## src/rtl/mem_access_unit.sv

```systemverilog
// mem_access_unit
//   MAR/MBR memory-access unit. It holds the address register (MAR) and the
//   data register (MBR), and runs one read or write transaction at a time on
//   a req/ack memory port of variable latency. It reports the end of each
//   transaction to the control unit with a one-cycle mfc pulse (success) or
//   err pulse (no ack within TIMEOUT request cycles).
//
// Parameters
//   DW       data width (bus, MBR, memory data)
//   AW       address width (MAR, memory address), AW <= DW
//   TIMEOUT  max mem_req cycles without mem_ack before abort, 0 = never
//
// Ports
//   CLK, RST   clock (rising edge), asynchronous active-high reset
//   mar_in     load MAR from bus_in[AW-1:0] (idle only)
//   mbr_in     load MBR from bus_in (idle only)
//   wmfc       start a transaction (idle only), rnw selects read (1) / write (0)
//   bus_in     internal data bus
//   mbr_data   MBR contents
//   busy       transaction in progress
//   mfc / err  one-cycle completion / timeout pulses
//   mem_req, mem_we, mem_addr, mem_wdata, mem_rdata, mem_ack : memory port
module mem_access_unit #(
  parameter int DW      = 8,
  parameter int AW      = 8,
  parameter int TIMEOUT = 15
) (
  input  logic          CLK,
  input  logic          RST,
  input  logic          mar_in,
  input  logic          mbr_in,
  input  logic          wmfc,
  input  logic          rnw,
  input  logic [DW-1:0] bus_in,
  output logic [DW-1:0] mbr_data,
  output logic          busy,
  output logic          mfc,
  output logic          err,
  output logic          mem_req,
  output logic          mem_we,
  output logic [AW-1:0] mem_addr,
  output logic [DW-1:0] mem_wdata,
  input  logic [DW-1:0] mem_rdata,
  input  logic          mem_ack
);

  // The counter only has to reach TIMEOUT-1; the FSM leaves REQ before it
  // could wrap. A zero TIMEOUT still gets a one-bit (idle) counter.
  localparam int CW       = (TIMEOUT > 0) ? $clog2(TIMEOUT + 1) : 1;
  localparam int LAST     = (TIMEOUT > 0) ? TIMEOUT - 1 : 0;
  localparam logic [CW-1:0] CNT_LAST = CW'(LAST);

  typedef enum logic [1:0] {
    S_IDLE = 2'd0,
    S_REQ  = 2'd1,
    S_DONE = 2'd2,
    S_ERR  = 2'd3
  } state_t;

  state_t          state_q, state_d;
  logic [AW-1:0]   mar_q, mar_d;
  logic [DW-1:0]   mbr_q, mbr_d;
  logic [CW-1:0]   cnt_q, cnt_d;
  logic            rnw_q, rnw_d;

  always_comb begin
    state_d = state_q;
    mar_d   = mar_q;
    mbr_d   = mbr_q;
    cnt_d   = cnt_q;
    rnw_d   = rnw_q;
    case (state_q)
      S_IDLE: begin
        // Loads and start share the same edge, so a transaction started
        // together with a load already uses the new MAR/MBR.
        if (mar_in) mar_d = bus_in[AW-1:0];
        if (mbr_in) mbr_d = bus_in;
        if (wmfc) begin
          state_d = S_REQ;
          rnw_d   = rnw;
          cnt_d   = '0;
        end
      end
      S_REQ: begin
        // An ack in the last allowed cycle takes priority over the timeout.
        if (mem_ack) begin
          state_d = S_DONE;
          if (rnw_q) mbr_d = mem_rdata;
        end else if ((TIMEOUT != 0) && (cnt_q == CNT_LAST)) begin
          state_d = S_ERR;
        end else if (TIMEOUT != 0) begin
          cnt_d = cnt_q + 1'b1;
        end
      end
      S_DONE:  state_d = S_IDLE;
      S_ERR:   state_d = S_IDLE;
      default: state_d = S_IDLE;
    endcase
  end

  always_ff @(posedge CLK or posedge RST) begin
    if (RST) begin
      state_q <= S_IDLE;
      mar_q   <= '0;
      mbr_q   <= '0;
      cnt_q   <= '0;
      rnw_q   <= 1'b0;
    end else begin
      state_q <= state_d;
      mar_q   <= mar_d;
      mbr_q   <= mbr_d;
      cnt_q   <= cnt_d;
      rnw_q   <= rnw_d;
    end
  end

  // Outputs are decoded from registered state only, so reset clears them
  // immediately without waiting for a clock edge.
  assign busy      = (state_q != S_IDLE);
  assign mfc       = (state_q == S_DONE);
  assign err       = (state_q == S_ERR);
  assign mem_req   = (state_q == S_REQ);
  assign mem_we    = (state_q == S_REQ) && !rnw_q;
  assign mem_addr  = mar_q;
  assign mem_wdata = mbr_q;
  assign mbr_data  = mbr_q;

endmodule

```

## config.mk

```make
export PLATFORM = sky130hd
export DESIGN_NAME = mem_access_unit
export DESIGN_NICKNAME = d
export VERILOG_FILES = /design/src/rtl/mem_access_unit.sv
export SDC_FILE = /design/constraint.sdc
export NUM_CORES = 1
export LEC_CHECK = 0
export BUFFER_PORTS_ARGS = -buffer_cell sky130_fd_sc_hd__buf_2
export CAP_MARGIN = 20
export CORE_ASPECT_RATIO = 0.9
export CORE_MARGIN = 2
export CORE_UTILIZATION = 45
export CTS_BUF_LIST = sky130_fd_sc_hd__clkbuf_4 sky130_fd_sc_hd__clkbuf_8
export DETAILED_ROUTE_END_ITERATION = 16
export HOLD_SLACK_MARGIN = 0.05
export PLACE_DENSITY = 0.72
export SLEW_MARGIN = 10
export SYNTH_ARGS = -nofsm -noshare
export SYNTH_HDL_FRONTEND = slang
export SYNTH_SLANG_ARGS = --single-unit
```

## constraint.sdc

```tcl
create_clock -name CLK -period 3 [get_ports CLK]
set_input_delay 0.3 -clock CLK [delete_from_list [all_inputs] [get_ports CLK]]
set_output_delay 0.3 -clock CLK [all_outputs]
set_load 0.01 [all_outputs]
```

==> parameters.txt, run 1 <==
Parameter                              Value

Outcome
  Status ... complete, but fails checks
  Violated checks ... design-rule violations

Global route
  Remaining global-route overflow ... 0
  Wire length of the first global-routing pass ... ~3800 um
  Total routing usage reported by global routing ... 0.163
  Pin count of the biggest net entering global routing ... 24
  Via count of the first global-routing pass ... 861
  Initial antenna violation count ... 0

Die
  I/O pin count ... 52
  Row count ... 17
  Height of the die ... roughly 53 um
  Initial core utilization ... 0.488
  DIE AREA ... between 3000 and 4000 um^2
  Floorplan core area ... 2510 um^2
  Die Wd ... between 50 and 60 um

Clock tree
  Clock tree from TritonCTS ... done
  Number of buffers inserted by post-CTS setup repair ... 0
  Hold buffer count at cts ... 0
  Deepest level of the CTS H-tree ... 1
  Number of buffers between clock root and the deepest sink ... 2
  Clock slew at reported path FFs ... ~0.13 ns
  Number of CTS-inserted buffers ... 3
  Clock tree sinks ... 23
  Clock root buffer ... sky130_fd_sc_hd__clkbuf_4
  Count of instances resized after the clock tree is built ... 0
  Clock latency reported for the late side of the worst-skew pair ... roughly 0.31 ns

Setup path
  Register-to-Register Setup Slack ... between 1 and 1.5 ns
  Worst Path Max Fanout ... 13
  Critical path endpoint category ... primary output
  Arrival time at the worst endpoint ... about 1.4 ns
  Startpoint kind of the worst setup timing path ... flip-flop
  Launch instance of the worst register-to-register path ... state_q[0]
  Required time of the worst setup path ... roughly 2.7 ns
  Number of cells on the worst reg-to-reg path ... 4
  Endpoint of the worst-slack reg-to-reg timing path ... mbr_data[3]
  Critical Setup Path Class ... reg2out

Routing
  Post-route antenna net violation count ... 0
  Via-per-instance ratio ... 5.16
  Wire length per cell ... about 14 um
  Number of violations reported at the end of detailed-routing iteration 0 ... 26
  Via count ... 903
  Total detailed-routing wirelength ... 2480 um
  Number of iterations in the first detailed-routing pass ... 10
  Post-route DRC violation count ... 2

Final layout
  Nets ... between 150 and 200
  Fillers ... between 200 and 250
  Area occupied by multi-input gates ... about 540 um^2
  Number of inserted diodes ... 0
  Reg area ... 576 um^2
  Synth-to-Final Area Change ... 18.8%
  Layout cell share with drive strength beyond 1 ... 0.571

Synthesis
  Post-synth design cell area ... roughly 1200 um^2
  Total of warnings raised by yosys ... 0
  Cells after Synth ... approximately 100
  Library cells used by synthesis ... 29
  Mapped Nets ... ~130
  Sequential element share of the synthesized area ... 0.470
  Top FF cell, synth ... sky130_fd_sc_hd__dfrtp_1
  Number of synthesized register bits ... 23
  Number of flops mapped to enable cells by yosys ... 0
  Async S/R FF share, synth ... 1.00
  Post-Syn Area per Cell ... between 10 and 15 um^2

Timing
  Total negative slack ... 0 ns
  Final period util ... 0.567
  Final setup violation count ... 0
  Count of final max-slew check failures ... 0
  Slew at the pin closest to its max-slew limit ... approximately 0.86 ns
  Achievable frequency ... a little under 600 MHz
  Relative max-transition margin ... 0.424
  Setup repair after global routing missed its margin ... false
  Post-route minimum period ... 1.70 ns
  Final setup margin ... ~1.3 ns
  Final hold violation count ... 0
  Worst setup skew after layout ... 0.00316 ns

Place
  Setup WS pre-CTS ... roughly 1.4 ns
  Buffers added on ports ... between 50 and 60
  RePlAce Congestion ... about 0.81
  Post-detailed-placement half-perimeter wirelength ... about 1900 um

Hold path
  Class of the worst hold path ... in2async

Pwr
  Peak VDD IR ... between 0.3 and 0.4 mV
  Reported leakage power ... between 0.7 and 0.8 nW
  Total power divided by cell area ... ~720 nW/um^2

Job
  Total of max-cap violations ... 0
metrics by stage:
step / instance area [um^2] / power (mW) / util / instances / hold slack [ns]
5_1_grt: 1450 / 1.12 / 0.579 / 175 / 0.208
2_1_floorplan: 1220 / 0.795 / - / 103 / 0.302
3_3_place_gp: 1430 / 0.896 / 0.568 / 171 / 0.487
6_report: 1450 / 1.05 / 0.579 / 175 / 0.145
3_5_place_dp: 1430 / 0.916 / 0.568 / 171 / 0.492
4_1_cts: 1450 / 1.06 / 0.579 / 175 / 0.170
critical path: stages, from the launching register on:
cell	delay, ns
sky130_fd_sc_hd__dfrtp_1	0.65
sky130_fd_sc_hd__nand2b_4	0.15
sky130_fd_sc_hd__inv_4	0.15
sky130_fd_sc_hd__buf_2	0.15
state kept, by name, summed over array words and instances (netlist names):
name,cells
mbr_data,8
mem_addr,8
cnt_q,4
state_q,2
rnw_q,1
cell families (layout without fill, tap and decap cells):
kind of cell / Yosys count / count (layout) / synth area share
AND/OR/NAND/NOR: 25 / 25 / 0.109
adder cells (fa/ha/maj): 2 / 2 / 0.0204
multiplexers: 26 / 26 / 0.238
flip-flops: 23 / 23 / 0.470
AO/OA/AOI/OAI: 10 / 10 / 0.0695
buffers and inverters: 17 / 61 / 0.0920
layout make-up:
cell class,count,area share
Clock buffer,3,0.0155
Clock inverter,1,0.00344
Inverter,6,0.0172
Multi-Input combinational cell,63,0.368
Sequential cell,23,0.396
Tap cell,28,0.0241
Timing Repair Buffer,51,0.176
layer usage:
| layer | track usage | share of wire | vias to the layer above |
|---|---|---|---|
| met5 | 0 | 0 | - |
| met4 | 0.0758 | 0.015 | 0 |
| met3 | 0.0318 | 0.063 | 4 |
| met2 | 0.265 | 0.49 | 38 |
| met1 | 0.209 | 0.43 | 422 |
| li1 | - | - | 439 |
cells in the mapped netlist (2+ instances only):
cell type                  number  area (um^2)
sky130_fd_sc_hd__nand2_1        5         18.8
sky130_fd_sc_hd__and2_1         2         12.5
sky130_fd_sc_hd__nor2_1         6         22.5
sky130_fd_sc_hd__nand3_1        4         20.0
sky130_fd_sc_hd__a21oi_1        2         10.0
sky130_fd_sc_hd__buf_4          8         60.1
sky130_fd_sc_hd__buf_6          2         22.5
sky130_fd_sc_hd__ha_1           2         25.0
sky130_fd_sc_hd__nand2b_1       2         12.5
sky130_fd_sc_hd__o311ai_0       2         17.5
sky130_fd_sc_hd__dfrtp_1       23          576
sky130_fd_sc_hd__inv_1          5         18.8
sky130_fd_sc_hd__mux2_2        24          270
placed cells by master (no fill, tap or decap), types with 2 or more instances in the layout:
master,synthesis,final
sky130_fd_sc_hd__a21oi_1,2,2
sky130_fd_sc_hd__nand3_1,4,4
sky130_fd_sc_hd__ha_1,2,2
sky130_fd_sc_hd__nand2b_1,2,2
sky130_fd_sc_hd__inv_1,5,5
sky130_fd_sc_hd__nor2_1,6,6
sky130_fd_sc_hd__mux2_2,24,24
sky130_fd_sc_hd__dfrtp_1,23,23
sky130_fd_sc_hd__buf_2,1,51
sky130_fd_sc_hd__clkbuf_4,0,3
sky130_fd_sc_hd__nand2_1,5,5
sky130_fd_sc_hd__and2_1,2,2
sky130_fd_sc_hd__o311ai_0,2,2
worst max-delay path by stage:
stage	depth (start not counted)	slack, ns	from	to
2_1_floorplan	5	1.47	cnt_q[0]	cnt_q[3]
3_3_place_gp	5	1.40	cnt_q[0]	cnt_q[3]
3_5_place_dp	4	1.36	state_q[0]	mbr_data[3]
4_1_cts	3	1.30	state_q[0]	mem_req
5_1_grt	3	1.20	state_q[0]	mem_req
6_report	3	1.30	state_q[0]	mem_req
report_power, final:
part / internal (mW) / leakage [nW] / switching (mW) / total (mW)
sequential: 0.404 / 0.278 / 0.0793 / 0.483
clock: 0.0497 / 0.0177 / 0.0931 / 0.143
combinational: 0.214 / 0.414 / 0.209 / 0.423
Power figures use the tool's default switching activity.
==> run 2, diff against run 1 <==
Settings changed: CORE_UTILIZATION 45 to 44, PLACE_DENSITY 0.72 to 0.74.
Clock period 3 ns to 1.5 ns, I/O delays scaled along.
==> parameters.txt, run 2 (synthesis gave the netlist of run 1 again) <==
Parameter                              Value

Final layout
  Number of inserted diodes ... 0 (unchanged)
  Nets ... 182 (+5.2%)
  Final core area utilization ... 0.579 (about the same)
  Most common library cell in the layout ignoring fill and taps ... sky130_fd_sc_hd__buf_2
  Reg area ... 577 um^2 (+0.22%)
  Fillers ... 245 (+17%)
  Area occupied by multi-input gates ... 556 um^2 (+3.7%)
  Synth-to-Final Area Change ... 27.9%
  Most frequent cells in the layout ... 51 x sky130_fd_sc_hd__buf_2, 24 x sky130_fd_sc_hd__mux2_2, 22 x sky130_fd_sc_hd__dfrtp_1, 7 x sky130_fd_sc_hd__buf_4, 6 x sky130_fd_sc_hd__nor2_1
  Layout cell share with drive strength beyond 1 ... 0.615 (+0.0440)

Die
  Initial core utilization ... 0.453 (-0.0348)
  I/O pin count ... 52 (unchanged)
  Height of the die ... 54.0 um (+1.0%)
  Floorplan core area ... 2700 um^2 (+7.7%)
  Row count ... 18 (+1)
  Die Wd ... 59.6 um (+1.1%)
  DIE AREA ... 3220 um^2 (+2.1%)

Setup path
  Worst setup path endpoint ... mbr_data[4]
  Launch instance of the worst register-to-register path ... state_q[1]
  Critical Setup Path Class ... reg2reg
  Worst Path Max Fanout ... 9 (-4)
  Arrival time at the worst endpoint ... 1.65 ns (+0.25 ns)
  Startpoint kind of the worst setup timing path ... flip-flop
  Register-to-Register Setup Slack ... 0.05 ns (-1.28 ns)
  Required time of the worst setup path ... 1.70 ns (-1.00 ns)
  Critical path endpoint category ... flip-flop
  CP startpoint ... state_q[1]
  Endpoint of the worst-slack reg-to-reg timing path ... mbr_data[4]
  Number of cells on the worst reg-to-reg path ... 4 (unchanged)

Global route
  Initial antenna violation count ... 0 (unchanged)
  Met2 routing resource usage after global routing ... 0.271 (+0.00625)
  Wire length of the first global-routing pass ... 3650 um (-2.7%)
  Global routing usage on met1 ... 0.184 (-0.0254)
  Busiest metal layer after global routing ... met2
  Pin count of the biggest net entering global routing ... 24 (unchanged)
  GR Util met3 ... 0.0457 (+0.0139)
  Total routing usage reported by global routing ... 0.153 (-0.0107)
  Remaining global-route overflow ... 0 (unchanged)
  Via count of the first global-routing pass ... 838 (-2.7%)

Timing
  Achievable frequency ... between 600 and 700 MHz
  Final hold violation count ... 0 (unchanged)
  Post-route minimum period ... 1.45 ns
  Relative max-transition margin ... 0.796 (+0.372)
  Final-layout worst hold slack ... 0.0608 ns (-0.0841 ns)
  Final period util ... 0.966
  Total negative slack ... 0 ns (unchanged)
  Count of final max-slew check failures ... 0 (unchanged)
  Worst setup skew after layout ... 0.00894 ns (+0.00578 ns)
  Final setup violation count ... 0 (unchanged)
  Setup repair after global routing missed its margin ... false
  Slew at the pin closest to its max-slew limit ... 0.302 ns (-0.561 ns)

Clock tree
  Number of buffers between clock root and the deepest sink ... 2 (unchanged)
  Deepest level of the CTS H-tree ... 1 (unchanged)
  Clock root buffer ... sky130_fd_sc_hd__clkbuf_4
  Clock latency reported for the late side of the worst-skew pair ... 0.31 ns (about the same)
  Clock slew at reported path FFs ... 0.12 ns (about the same)
  Clock tree from TritonCTS ... done
  Number of buffers inserted by post-CTS setup repair ... 0 (unchanged)
  Number of CTS-inserted buffers ... 3 (unchanged)
  Clock tree sinks ... 23 (unchanged)

Routing
  Via-per-instance ratio ... 5.02 (-2.8%)
  Post-route DRC violation count ... 0 (-2)
  Via count ... 933 (+3.3%)
  Number of iterations in the first detailed-routing pass ... 2 (-8)
  Wire length per cell ... 12.9 um (-8.9%)
  Total detailed-routing wirelength ... 2400 um (-3.1%)
  Number of violations reported at the end of detailed-routing iteration 0 ... 11 (-58%)
  Post-route antenna net violation count ... 0 (unchanged)

Place
  Post-detailed-placement half-perimeter wirelength ... 1890 um (about the same)
  RePlAce Congestion ... 0.806 (-0.22%)
  Buffers added on ports ... 51 (unchanged)

Outcome
  Status ... completed

Pwr
  Reported leakage power ... 0.762 nW (+7.3%)
  Total power divided by cell area ... 1400 nW/um^2 (+94%)
  Sum of internal, switching and leakage power ... 2.19 mW (+110%)
  Peak VDD IR ... 0.996 mV (+150%)

Job
  Total of max-cap violations ... 0 (unchanged)

Hold path
  Class of the worst hold path ... in2reg
[run 2: final cells by class]
type,instances,area share
multi-input cells,63,0.355
flip-flops and latches,23,0.369
inverters,6,0.0176
repair buffers,60,0.216
clock buffers,4,0.0192
well taps,30,0.0240
[run 2: worst min path at each step]
stage	start	endpoint	slack [ns]	depth (start not counted)
CTS	rnw	rnw_q	0.05	2
global route	rnw	rnw_q	0.06	2
finish	rnw	rnw_q	0.06	2
detailed placement	RST	mem_addr[3]	0.20	3
global placement	RST	mem_addr[7]	0.20	3
floorplan	RST	cnt_q[0]	0.15	1
[run 2: critical path, stage by stage (launching register included)]
cell                       delay, ns
sky130_fd_sc_hd__dfrtp_1        0.43
sky130_fd_sc_hd__nand2b_4       0.20
sky130_fd_sc_hd__inv_6          0.11
sky130_fd_sc_hd__mux2_2         0.33
sky130_fd_sc_hd__mux2_2         0.26
[run 2: metal layers]
layer	vias up	share of wire
li1	459	-
met1	438	0.44
met2	32	0.49
met3	4	0.060
met4	0	0.014
met5	-	0
[run 2: power breakdown]
group / total, mW / internal, mW / switching [mW]
registers: 0.931 / 0.809 / 0.123
logic: 0.966 / 0.506 / 0.459
clock network: 0.297 / 0.122 / 0.176
total: 2.19 / 1.44 / 0.758
[run 2: through the flow]
stage | instances | area [um^2] | worst slack, ns
final | 186 | 1570 | 0.0507
after global routing | 186 | 1570 | 0.00113
after CTS | 186 | 1540 | 0.0287
after detailed placement | 181 | 1500 | -0.0171
after global placement | 181 | 1500 | 0.0693
after floorplan | 103 | 1220 | 0.0108
[run 2: what timing repair did]
item                                    4_1_cts  5_1_grt
endpoints found under the setup margin        1       10
pin swaps                                     0        4
hold buffers                                  1        0
resized for setup                             1        5
endpoints found under the hold margin        23        0
